<file path="src/rtl/led_pkg.sv">
// Shared types and elaboration helpers for the LED pattern generator family.
package led_pkg;

  typedef enum logic [2:0] {
    LED_OFF    = 3'd0,
    LED_ON     = 3'd1,
    LED_BLINK  = 3'd2,
    LED_ALT    = 3'd3,
    LED_CHASE  = 3'd4,
    LED_BOUNCE = 3'd5
  } led_mode_e;

  typedef enum logic {
    DIR_UP   = 1'b0,
    DIR_DOWN = 1'b1
  } led_dir_e;

  localparam int unsigned SPEED_W    = 2;
  localparam int unsigned STEP_CNT_W = 3;  // holds 2**(2**SPEED_W - 1) - 1

  // Bits needed to hold 0..max_val; never less than one.
  function automatic int unsigned cnt_width(input int unsigned max_val);
    int unsigned w;
    w = 1;
    for (int i = 1; i < 32; i++) begin
      if ((max_val >> i) != 0) w = i + 1;
    end
    return w;
  endfunction

endpackage

</file>
<file path="src/rtl/led_tick_gen.sv">
// Free-running prescaler: one-cycle tick every DIV clocks, first tick on the
// DIV-th cycle after reset release.
module led_tick_gen
  import led_pkg::*;
#(
  parameter int unsigned DIV = 10
) (
  input  logic clk,
  input  logic rst,
  output logic tick
);

  localparam int unsigned CW = cnt_width(DIV - 1);

  logic [CW-1:0] count_q;
  logic [CW-1:0] count_d;

  assign tick    = (count_q == CW'(DIV - 1));
  assign count_d = tick ? '0 : count_q + CW'(1);

  // NOTE: clocked state uses non-blocking assignments so every register
  // samples pre-edge values regardless of process ordering.
  always_ff @(posedge clk) begin
    if (rst) count_q <= '0;
    else     count_q <= count_d;
  end

endmodule

</file>
<file path="src/rtl/led_pattern_gen.sv">
// Multi-channel LED pattern engine with step prescaling and a global PWM
// brightness gate; outputs are registered for direct pin drive.
module led_pattern_gen
  import led_pkg::*;
#(
  parameter int unsigned CLK_HZ   = 50_000_000,
  parameter int unsigned TICK_HZ  = 2,
  parameter int unsigned N_LEDS   = 4,
  parameter int unsigned PWM_BITS = 8
) (
  input  logic                clk,
  input  logic                rst,
  input  logic [2:0]          mode,
  input  logic [SPEED_W-1:0]  speed,
  input  logic [PWM_BITS-1:0] brightness,
  output logic [N_LEDS-1:0]   led,
  output logic                tick_o
);

  localparam int unsigned TICK_DIV = CLK_HZ / TICK_HZ;
  localparam int unsigned POS_W    = cnt_width(N_LEDS - 1);
  localparam logic [POS_W-1:0] POS_LAST = POS_W'(N_LEDS - 1);

  logic tick;

  led_tick_gen #(.DIV(TICK_DIV)) u_tick_gen (
    .clk  (clk),
    .rst  (rst),
    .tick (tick)
  );

  assign tick_o = tick;

  logic [2:0]            mode_q, mode_d;
  logic                  phase_q, phase_d;
  logic [POS_W-1:0]      pos_q, pos_d;
  led_dir_e              dir_q, dir_d;
  logic [STEP_CNT_W-1:0] step_cnt_q, step_cnt_d;
  logic [PWM_BITS-1:0]   pwm_cnt_q, pwm_cnt_d;
  logic                  pwm_on_q, pwm_on_d;
  logic [N_LEDS-1:0]     led_q, led_d;

  logic                  mode_chg;
  logic                  step_en;
  logic [STEP_CNT_W-1:0] step_thr;
  logic [STEP_CNT_W-1:0] all_ones;
  logic [N_LEDS-1:0]     pat;

  always_ff @(posedge clk) begin
    if (rst) begin
      mode_q     <= LED_OFF;
      phase_q    <= 1'b0;
      pos_q      <= '0;
      dir_q      <= DIR_UP;
      step_cnt_q <= '0;
      pwm_cnt_q  <= '0;
      pwm_on_q   <= 1'b0;
      led_q      <= '0;
    end else begin
      mode_q     <= mode_d;
      phase_q    <= phase_d;
      pos_q      <= pos_d;
      dir_q      <= dir_d;
      step_cnt_q <= step_cnt_d;
      pwm_cnt_q  <= pwm_cnt_d;
      pwm_on_q   <= pwm_on_d;
      led_q      <= led_d;
    end
  end

  // Threshold 2**speed - 1; the >= compare lets a lowered speed step at once.
  assign all_ones = '1;
  assign step_thr = ~(all_ones << speed);
  assign mode_chg = (mode != mode_q);
  assign step_en  = tick && (step_cnt_q >= step_thr);

  always_comb begin
    // NOTE: every output of this block gets a default first so no path
    // leaves a value unassigned and infers a latch.
    mode_d     = mode_q;
    phase_d    = phase_q;
    pos_d      = pos_q;
    dir_d      = dir_q;
    step_cnt_d = step_cnt_q;

    if (mode_chg) begin
      // A step landing on a mode change is dropped along with the old state.
      mode_d     = mode;
      phase_d    = 1'b0;
      pos_d      = '0;
      dir_d      = DIR_UP;
      step_cnt_d = '0;
    end else if (step_en) begin
      step_cnt_d = '0;
      phase_d    = ~phase_q;
      if (N_LEDS > 1) begin
        case (mode_q)
          LED_CHASE: begin
            pos_d = (pos_q == POS_LAST) ? '0 : pos_q + POS_W'(1);
          end
          LED_BOUNCE: begin
            if (dir_q == DIR_UP) begin
              if (pos_q == POS_LAST) begin
                dir_d = DIR_DOWN;
                pos_d = pos_q - POS_W'(1);
              end else begin
                pos_d = pos_q + POS_W'(1);
              end
            end else begin
              if (pos_q == '0) begin
                dir_d = DIR_UP;
                pos_d = pos_q + POS_W'(1);
              end else begin
                pos_d = pos_q - POS_W'(1);
              end
            end
          end
          default: ;
        endcase
      end
    end else if (tick) begin
      step_cnt_d = step_cnt_q + STEP_CNT_W'(1);
    end
  end

  always_comb begin
    pat = '0;
    case (mode_q)
      LED_ON:    pat = '1;
      LED_BLINK: pat = {N_LEDS{phase_q}};
      LED_ALT: begin
        for (int i = 0; i < N_LEDS; i++) begin
          pat[i] = (i % 2 == 0) ? phase_q : ~phase_q;
        end
      end
      LED_CHASE, LED_BOUNCE: pat = N_LEDS'(1) << pos_q;
      default:   pat = '0;
    endcase
  end

  // Brightness is registered into pwm_on_q so it shares the mode path latency.
  assign pwm_cnt_d = pwm_cnt_q + PWM_BITS'(1);
  assign pwm_on_d  = (brightness == '1) || (pwm_cnt_q < brightness);
  assign led_d     = pat & {N_LEDS{pwm_on_q}};
  assign led       = led_q;

endmodule

</file>
<file path="config.mk">
export PLATFORM = sky130hd
export DESIGN_NAME = led_pattern_gen
export DESIGN_NICKNAME = d
export VERILOG_FILES = /design/src/rtl/led_pkg.sv /design/src/rtl/led_tick_gen.sv /design/src/rtl/led_pattern_gen.sv
export SDC_FILE = /design/constraint.sdc
export NUM_CORES = 1
export LEC_CHECK = 0
export BUFFER_PORTS_ARGS = -buffer_cell sky130_fd_sc_hd__buf_2
export CORE_MARGIN = 5
export CORE_UTILIZATION = 59
export DETAILED_ROUTE_END_ITERATION = 10
export PLACE_DENSITY = 0.84
export SLEW_MARGIN = 5
export SYNTH_ARGS = -nofsm -noshare
export SYNTH_HDL_FRONTEND = slang
export SYNTH_SLANG_ARGS = --single-unit
</file>
<file path="constraint.sdc">
create_clock -name clk -period 2.2 [get_ports clk]
set_clock_uncertainty 0.1 [all_clocks]
set_input_delay 0 -clock clk [delete_from_list [all_inputs] [get_ports clk]]
set_output_delay 0 -clock clk [all_outputs]
set_load 0.005 [all_outputs]
</file>
==> out/qor.txt, run 1 <==
STATUS
---------------------------------------------------------------------------------
Outcome                                                              complete, no violations

LAYOUT
---------------------------------------------------------------------------------
Total area of sequential cells                                            961 um2
Fraction of layout cells with a size suffix above 1                         13.2%
Diode count                                                                     0
Area Overhead vs Synth                                                      15.7%
Fill cell count                                                               294
Total Nets Final                                                              343
Final std cell area, no fill                                             2860 um2
Area used by multi-input combinational logic                             1410 um2

CLOCKING
---------------------------------------------------------------------------------
H-Tree Level Count                                                              2
Insertion delay of the later-clocked pin in the worst-skew pair            310 ps
Clock tree from TritonCTS                                                    done
Clock Path Buffers                                                              2
Number of CTS-inserted buffers                                                  5
Register clock-pin slew on the reported worst setup and hold paths         100 ps
Postcts setup bufs                                                              0
Number of clock sinks                                                          48
Clock root buffer                                                    sky130_fd_sc_hd__clkbuf_8

SYNTH
---------------------------------------------------------------------------------
Cell area after technology mapping                                       2470 um2
Number of enable-type register cells in the synthesized netlist                 0
Post-synth net total                                                          312
Syn Area/Cell                                                            8.85 um2
Post-synthesis cell type count                                                 39
Sequential element share of the synthesized area                            38.9%
Yosys warnings                                                                  0
Cells after synthesis                                                         279
Most frequent cell after synthesis                                   sky130_fd_sc_hd__nor2_1
Yosys top cell by area                                               sky130_fd_sc_hd__dfxtp_1
Share of the synthesized area in the top cell type                          38.9%
Flip-flop and latch count after synthesis                                      48
Cell types occupying the most area after synthesis                   sky130_fd_sc_hd__dfxtp_1, sky130_fd_sc_hd__ha_1, sky130_fd_sc_hd__xor2_1
Most used standard cells in the synthesized netlist                  sky130_fd_sc_hd__nor2_1, sky130_fd_sc_hd__dfxtp_1, sky130_fd_sc_hd__xor2_1, sky130_fd_sc_hd__nand3_1
Main synth FF type                                                   sky130_fd_sc_hd__dfxtp_1
Async SR Flop Fraction                                                         0%

GRT
---------------------------------------------------------------------------------
Met3 usage                                                                  4.81%
First-pass GRT wire length                                                8420 um
Largest net degree at the start of global routing                              26
Global route overflow                                                           0
Total global-route track usage                                              19.7%
Highest-utilization routing layer at the global route stage                  met2
Via count of the first global-routing pass                                   1948
Met2 layer usage reported by global route                                   36.7%
Antenna violations before repair                                                0
Met1 track demand over resource                                             21.0%

WORST SETUP PATH
---------------------------------------------------------------------------------
Arrival time of the worst setup path                                      2250 ps
Worst EP required                                                         2370 ps
Category of the worst setup path capture point                          flip-flop
Kind of critical path                                                  reg -> reg
Reg2Reg Setup Slack                                                        120 ps
Number of cells on the worst reg-to-reg path                                    7
Maximum fanout count along the critical path                                    3
Critical Path Source Type                                               flip-flop

POWER AND IR DROP
---------------------------------------------------------------------------------
Switching Fraction                                                          19.7%
Internal power                                                            1.51 mW
Combinational share of power                                                 6.7%
Power dissipated by switching net loads                                  0.371 mW
Clock network power share                                                   45.6%
Power density over cell area                                           659 nW/um2
Static leakage                                                            1.24 nW
Worst voltage drop across the vdd grid                                   0.646 mV
Part of the total power dissipated in sequential elements                   47.7%

ROUTE
---------------------------------------------------------------------------------
Drt drc                                                                         0
Average routed wire per standard cell                                     13.7 um
First-pass DRT Iterations                                                       4
Drt initial violations                                                         99
DRT antenna net count                                                           0
Via count of the routed design                                               2015
Via-to-Cell Ratio                                                            5.58
Final wirelength                                                          4930 um

PLACEMENT
---------------------------------------------------------------------------------
Port Buffer Count                                                              19
Hpwl dp                                                                   3280 um
Last weighted congestion value of the routability-driven placer             0.805
Placed Area                                                              2610 um2

HOLD PATH
---------------------------------------------------------------------------------
Path class of the lowest-slack min-delay path                           in -> reg
Hold Path Stages                                                                7

FLOORPLANNING
---------------------------------------------------------------------------------
Num rows                                                                       23
Vert. Die Dim                                                             74.7 um
Die outline area                                                         5580 um2
Count of boundary I/O pins                                                     20
Core area                                                                4030 um2
Starting Density                                                            61.3%
Chip width                                                                74.7 um

STA
---------------------------------------------------------------------------------
Setup violation total in the final timing report                                0
Final worst hold slack                                                     298 ps
Number of hold-slack violations in the final timing report                      0
Slew at the pin closest to its max-slew limit                              551 ps
Fin. max-slew vios                                                              0
Sum Neg Setup Slack                                                          0 ps
RSZ-0062 raised after global routing                                           no
Final critical-path required period                                       2080 ps
Final clock period utilization by the worst path                            94.6%
Headroom to the max-slew limit                                              63.2%
Achievable Freq                                                           481 MHz

RUN
---------------------------------------------------------------------------------
Maximum capacitance violations                                                  0

per-layer routing:
metal	share of wire (%)	routed length [um]	vias up
met4	1.8	87	0
met5	0	0	-
met1	42	2070	965
met3	3.2	157	8
met2	53	2620	34
li1	-	-	1008
what timing repair did:
item                      CTS  global route
hold buffers                9             0
hold endpoints to repair   12             0
gates resized for setup     0             0
sequential cells by signal, indices dropped and copies added, names as in the netlist:
name,count
pwm_cnt_q,8
step_cnt_q,3
pos_q,2
dir_q,1
mode_q,3
led,4
pwm_on_q,1
phase_q,1
u_tick_gen.count_q,25
cell families (layout without fill, tap and decap cells):
logic type | count (synthesis) | after routing | share of synthesized area [%]
and+or+nand+nor | 129 | 129 | 27.9
xor gates and xnor gates | 33 | 33 | 11.7
adders and majority gates | 18 | 18 | 9.12
DFF | 48 | 48 | 38.9
muxes | 4 | 4 | 1.67
buffers and inverters | 21 | 53 | 3.95
AOI/OAI and AO/OA | 26 | 26 | 6.79
cell usage in the layout, fill, tap and decap left out, types with 9 or more instances in the layout:
cell type / n
sky130_fd_sc_hd__dlygate4sd3_1: 9
sky130_fd_sc_hd__a21oi_1: 9
sky130_fd_sc_hd__dfxtp_1: 48
sky130_fd_sc_hd__xnor2_1: 11
sky130_fd_sc_hd__nand2_1: 18
sky130_fd_sc_hd__nor2_1: 49
sky130_fd_sc_hd__nand3_1: 19
sky130_fd_sc_hd__ha_1: 18
sky130_fd_sc_hd__inv_1: 13
sky130_fd_sc_hd__buf_2: 19
sky130_fd_sc_hd__xor2_1: 22
stage by stage:
stage          cells  total power [mW]  worst slack [ps]  utilization [%]
2_1_floorplan    279             0.997               421                -
3_3_place_gp     344              1.02               446             64.8
3_5_place_dp     344              1.03               396             64.8
4_1_cts          361              1.89               106             70.9
5_1_grt          361              1.96              36.3             70.9
6_report         361              1.88               120             70.9
worst paths after layout:
path | startpoint | endpoint
max reg2reg | pwm_cnt_q[5]$_SDFF_PP0_ | pwm_on_q$_SDFF_PP0_
min | speed[0] | step_cnt_q[1]$_SDFFE_PP0P_
min reg2reg | pwm_cnt_q[0]$_SDFF_PP0_ | pwm_cnt_q[0]$_SDFF_PP0_
max | pwm_cnt_q[5]$_SDFF_PP0_ | pwm_on_q$_SDFF_PP0_
power groups by stage:
stage                     Combinational (mW)  Clock, mW  Sequential [mW]
final                                  0.126      0.860            0.898
after global routing                   0.142      0.914            0.902
after CTS                              0.124      0.872            0.898
after detailed placement               0.111          0            0.919
after global placement                 0.106          0            0.918
after floorplan                       0.0834          0            0.913
final cells by class:
class	count	area share [%]
Multi-Input combinational cell	210	49.4
Inverter	13	1.71
Timing Repair Buffer	32	7.53
Sequential cell	48	33.6
Clock buffer	5	2.41
Clock inverter	3	3.15
Tap cell	50	2.19
worst max-delay path, cell delays in order, from the launching register on:
cell,delay [ps]
sky130_fd_sc_hd__dfxtp_1,380
sky130_fd_sc_hd__ha_1,260
sky130_fd_sc_hd__a21o_1,170
sky130_fd_sc_hd__a21o_1,170
sky130_fd_sc_hd__a211oi_1,210
sky130_fd_sc_hd__o21ai_0,110
sky130_fd_sc_hd__o41ai_1,70
sky130_fd_sc_hd__dlygate4sd3_1,580
(Power assumes the default switching activity.)
==> inputs of run 2 (changes only) <==
Settings changed: SYNTH_HIERARCHICAL set to 1.
Clock period 2.2 ns to 1.95 ns, I/O delays scaled along.
==> out/qor.txt, run 2 <==
STATUS
------------------------------------------------------------------------------------
Outcome                                                                 complete, but fails checks
Violated checks                                                         setup timing

CLOCKING
------------------------------------------------------------------------------------
H-Tree Level Count                                                                 2
Clock tree from TritonCTS                                                       done
Register clock-pin slew on the reported worst setup and hold paths             90 ps
Insertion delay of the later-clocked pin in the worst-skew pair               310 ps
Clock root buffer                                                       sky130_fd_sc_hd__clkbuf_8
Number of CTS-inserted buffers                                                     5
Clock Path Buffers                                                                 2
Number of clock sinks                                                             48

SYNTH
------------------------------------------------------------------------------------
Sequential element share of the synthesized area                               37.4%
Number of enable-type register cells in the synthesized netlist                    0
Flip-flop and latch count after synthesis                                         48
Main synth FF type                                                      sky130_fd_sc_hd__dfxtp_1
Syn Area/Cell                                                               8.67 um2
Async SR Flop Fraction                                                            0%
Cell area after technology mapping                                          2570 um2
Most frequent cell after synthesis                                      sky130_fd_sc_hd__dfxtp_1
Synthesized-area fraction occupied by adder cells                              8.78%
Post-synthesis cell type count                                                    42
Yosys warnings                                                                     6
Post-synthesis xor/xnor area fraction                                          6.83%
Portion of netlist area occupied by mux cells                                 0.390%
Post-synth net total                                                             329
Largest family of logic cells by synthesized area                       simple AND/OR/NAND/NOR gates
Share of the synthesized area in the top cell type                             37.4%
Yosys top cell by area                                                  sky130_fd_sc_hd__dfxtp_1
Compound-gate portion of the synthesized area                                  12.5%
Most used standard cells in the synthesized netlist                     sky130_fd_sc_hd__dfxtp_1, sky130_fd_sc_hd__nor2_1, sky130_fd_sc_hd__nand2_1, sky130_fd_sc_hd__a21oi_1, sky130_fd_sc_hd__ha_1
Cells after synthesis                                                            296
Synth Area in Simple Gates                                                     28.7%
Cell types occupying the most area after synthesis                      sky130_fd_sc_hd__dfxtp_1, sky130_fd_sc_hd__ha_1, sky130_fd_sc_hd__xor2_1

LAYOUT
------------------------------------------------------------------------------------
Diode count                                                                        0
Area Overhead vs Synth                                                         23.4%
Leading cell types in the layout, fill and taps excluded                sky130_fd_sc_hd__dfxtp_1, sky130_fd_sc_hd__buf_4, sky130_fd_sc_hd__nor2_1, sky130_fd_sc_hd__nand2_1, sky130_fd_sc_hd__a21oi_1
Share of the core filled with cells in the final layout                        73.7%
Fill cell count                                                                  289
Total Nets Final                                                                 383
Flip-flop count of the largest register, all copies and words added               25
Register bank with the most flops                                       u_tick_gen/count_q
Most common library cell in the layout ignoring fill and taps           sky130_fd_sc_hd__dfxtp_1
Fraction of layout cells with a size suffix above 1                            22.0%

WORST SETUP PATH
------------------------------------------------------------------------------------
Reg2Reg Setup Slack                                                          -100 ps
Worst EP required                                                            2080 ps
Category of the worst setup path capture point                             flip-flop
Critical Path Source Type                                                  flip-flop
Count of buffering cells on the critical path with inverters included              1
Maximum fanout count along the critical path                                       3
CP top delay family                                                     simple AND/OR/NAND/NOR gates
Kind of critical path                                                     reg -> reg
Worst path slowest cell                                                 sky130_fd_sc_hd__or4_4
Slowest stage delay, CP                                                       560 ps
Ordered cell list for the critical path                                 or4_4 -> nor4_4 -> nand2_1 -> buf_4 -> a211o_1 -> a21oi_1
Arrival time of the worst setup path                                         2180 ps

ROUTE
------------------------------------------------------------------------------------
Via-to-Cell Ratio                                                               5.77
Average routed wire per standard cell                                        15.1 um
Via count of the routed design                                                  2319
Final wirelength                                                             6080 um
Drt initial violations                                                           109
First-pass DRT Iterations                                                          4
Drt drc                                                                            0
DRT antenna net count                                                              0

POWER AND IR DROP
------------------------------------------------------------------------------------
Clock network power share                                                      42.0%
Switching Fraction                                                             21.4%
Worst voltage drop across the vdd grid                                      0.692 mV
Part of the total power dissipated in sequential elements                      50.8%
Power dissipated by switching net loads                                     0.429 mW
Internal power                                                               1.58 mW
Power consumption                                                            2.01 mW
Power density over cell area                                              633 nW/um2
Static leakage                                                               1.29 nW
Combinational share of power                                                    7.3%

GRT
------------------------------------------------------------------------------------
Total global-route track usage                                                 20.9%
Antenna violations before repair                                                   0
Global route overflow                                                              0
First-pass GRT wire length                                                  10300 um
Via count of the first global-routing pass                                      2287
Largest net degree at the start of global routing                                 17

STA
------------------------------------------------------------------------------------
Headroom to the max-slew limit                                                 65.5%
Slew at the pin closest to its max-slew limit                                 504 ps
Number of hold-slack violations in the final timing report                         0
Achievable Freq                                                              487 MHz
Fin worst setup slack                                                        -102 ps
Fin. max-slew vios                                                                 0
Final clock period utilization by the worst path                                105%
Setup violation total in the final timing report                                   3
RSZ-0062 raised after global routing                                             yes
Final critical-path required period                                          2050 ps
Final worst hold slack                                                       41.7 ps

FLOORPLANNING
------------------------------------------------------------------------------------
Die outline area                                                            5770 um2
Chip width                                                                   76.0 um
Core area                                                                   4290 um2
Starting Density                                                               59.8%
Num rows                                                                          24
Vert. Die Dim                                                                76.0 um
Count of boundary I/O pins                                                        20

HOLD PATH
------------------------------------------------------------------------------------
Path class of the lowest-slack min-delay path                              in -> reg

PLACEMENT
------------------------------------------------------------------------------------
Port Buffer Count                                                                 19
Last weighted congestion value of the routability-driven placer                0.850
Post-Place Worst Slack                                                       -142 ps
Hpwl dp                                                                      3910 um

RUN
------------------------------------------------------------------------------------
Maximum capacitance violations                                                     0

-- run 2: cell count changes after synthesis, sizes merged, moves of 3 or more --
cell / delta
or4: +9
xor2: -6
nor2: -22
xnor2: -7
nand3: -6
o31ai: +5
nand2: +7
buf: +4
a21oi: +14
nand2b: +4
o21ai: +7
or3: +8
nand4: +3
-- run 2: routing by layer --
metal,wire length (um),GRT usage (%),vias to the layer above,share of wire [%]
met4,205,6.76,0,3.4
met3,259,4.50,19,4.3
met1,2580,25.8,1092,42
li1,-,-,1156,-
met2,3040,35.7,52,50
met5,0,0,-,0
-- run 2: worst paths after layout --
path / startpoint / to / cells after the start
setup / recovery: u_tick_gen/count_q[10]$_SDFF_PP0_ / pos_q[1]$_SDFFE_PP0P_ / 6
hold / removal: brightness[2] / pwm_on_q$_SDFF_PP0_ / 4
setup reg to reg: u_tick_gen/count_q[10]$_SDFF_PP0_ / pos_q[1]$_SDFFE_PP0P_ / 6
hold reg to reg: pwm_cnt_q[0]$_SDFF_PP0_ / pwm_cnt_q[0]$_SDFF_PP0_ / 1
-- run 2: kinds of logic (layout without fill, tap and decap cells) --
family / Yosys count / in the layout
AND/OR/NAND/NOR: 132 / 132
AO/OA/AOI/OAI: 50 / 50
flip-flops: 48 / 48
buffers and inverters: 27 / 81
XOR/XNOR: 20 / 20
adder cells (fa/ha/maj): 18 / 18
multiplexers: 1 / 1
-- run 2: area by class of cell --
| class | instances | area, um2 | share of cell area (%) |
|---|---|---|---|
| Clock buffer | 5 | 68.8 | 2.17 |
| Clock inverter | 2 | 60.1 | 1.90 |
| Inverter | 15 | 56.3 | 1.78 |
| Multi-Input combinational cell | 221 | 1510 | 47.8 |
| Sequential cell | 48 | 966 | 30.5 |
| Tap cell | 52 | 65.1 | 2.06 |
| Timing Repair Buffer | 59 | 435 | 13.8 |
-- run 2: metrics by stage --
stage	TNS, ps	area, um2	cells
global placement	-34.3	2880	382
CTS	-87.0	3120	401
global route	-575	3170	402
floorplan	-564	2610	296
detailed placement	-356	2880	382
finish	-230	3170	402
-- run 2: worst register-to-register path, delay by kind of cell (launching register included) --
kind	cells	cell delay (ps)
flops	1	340
simple gates	3	960
buf+inv	1	160
compound gates	2	410
-- run 2: power by group through the flow --
stage | clock [mW] | sequential (mW) | combinational (mW)
floorplan | 0 | 1.03 | 0.0900
global placement | 0 | 1.04 | 0.117
detailed placement | 0 | 1.04 | 0.123
CTS | 0.852 | 1.02 | 0.139
global route | 0.890 | 1.02 | 0.163
finish | 0.842 | 1.02 | 0.145
-- run 2: timing repair --
action,in CTS,in global routing
hold buffers,9,0
pin swaps,5,5
hold endpoints to repair,12,0
gates resized for setup,0,11
buffers inserted,3,1
endpoints found under the setup margin,5,28
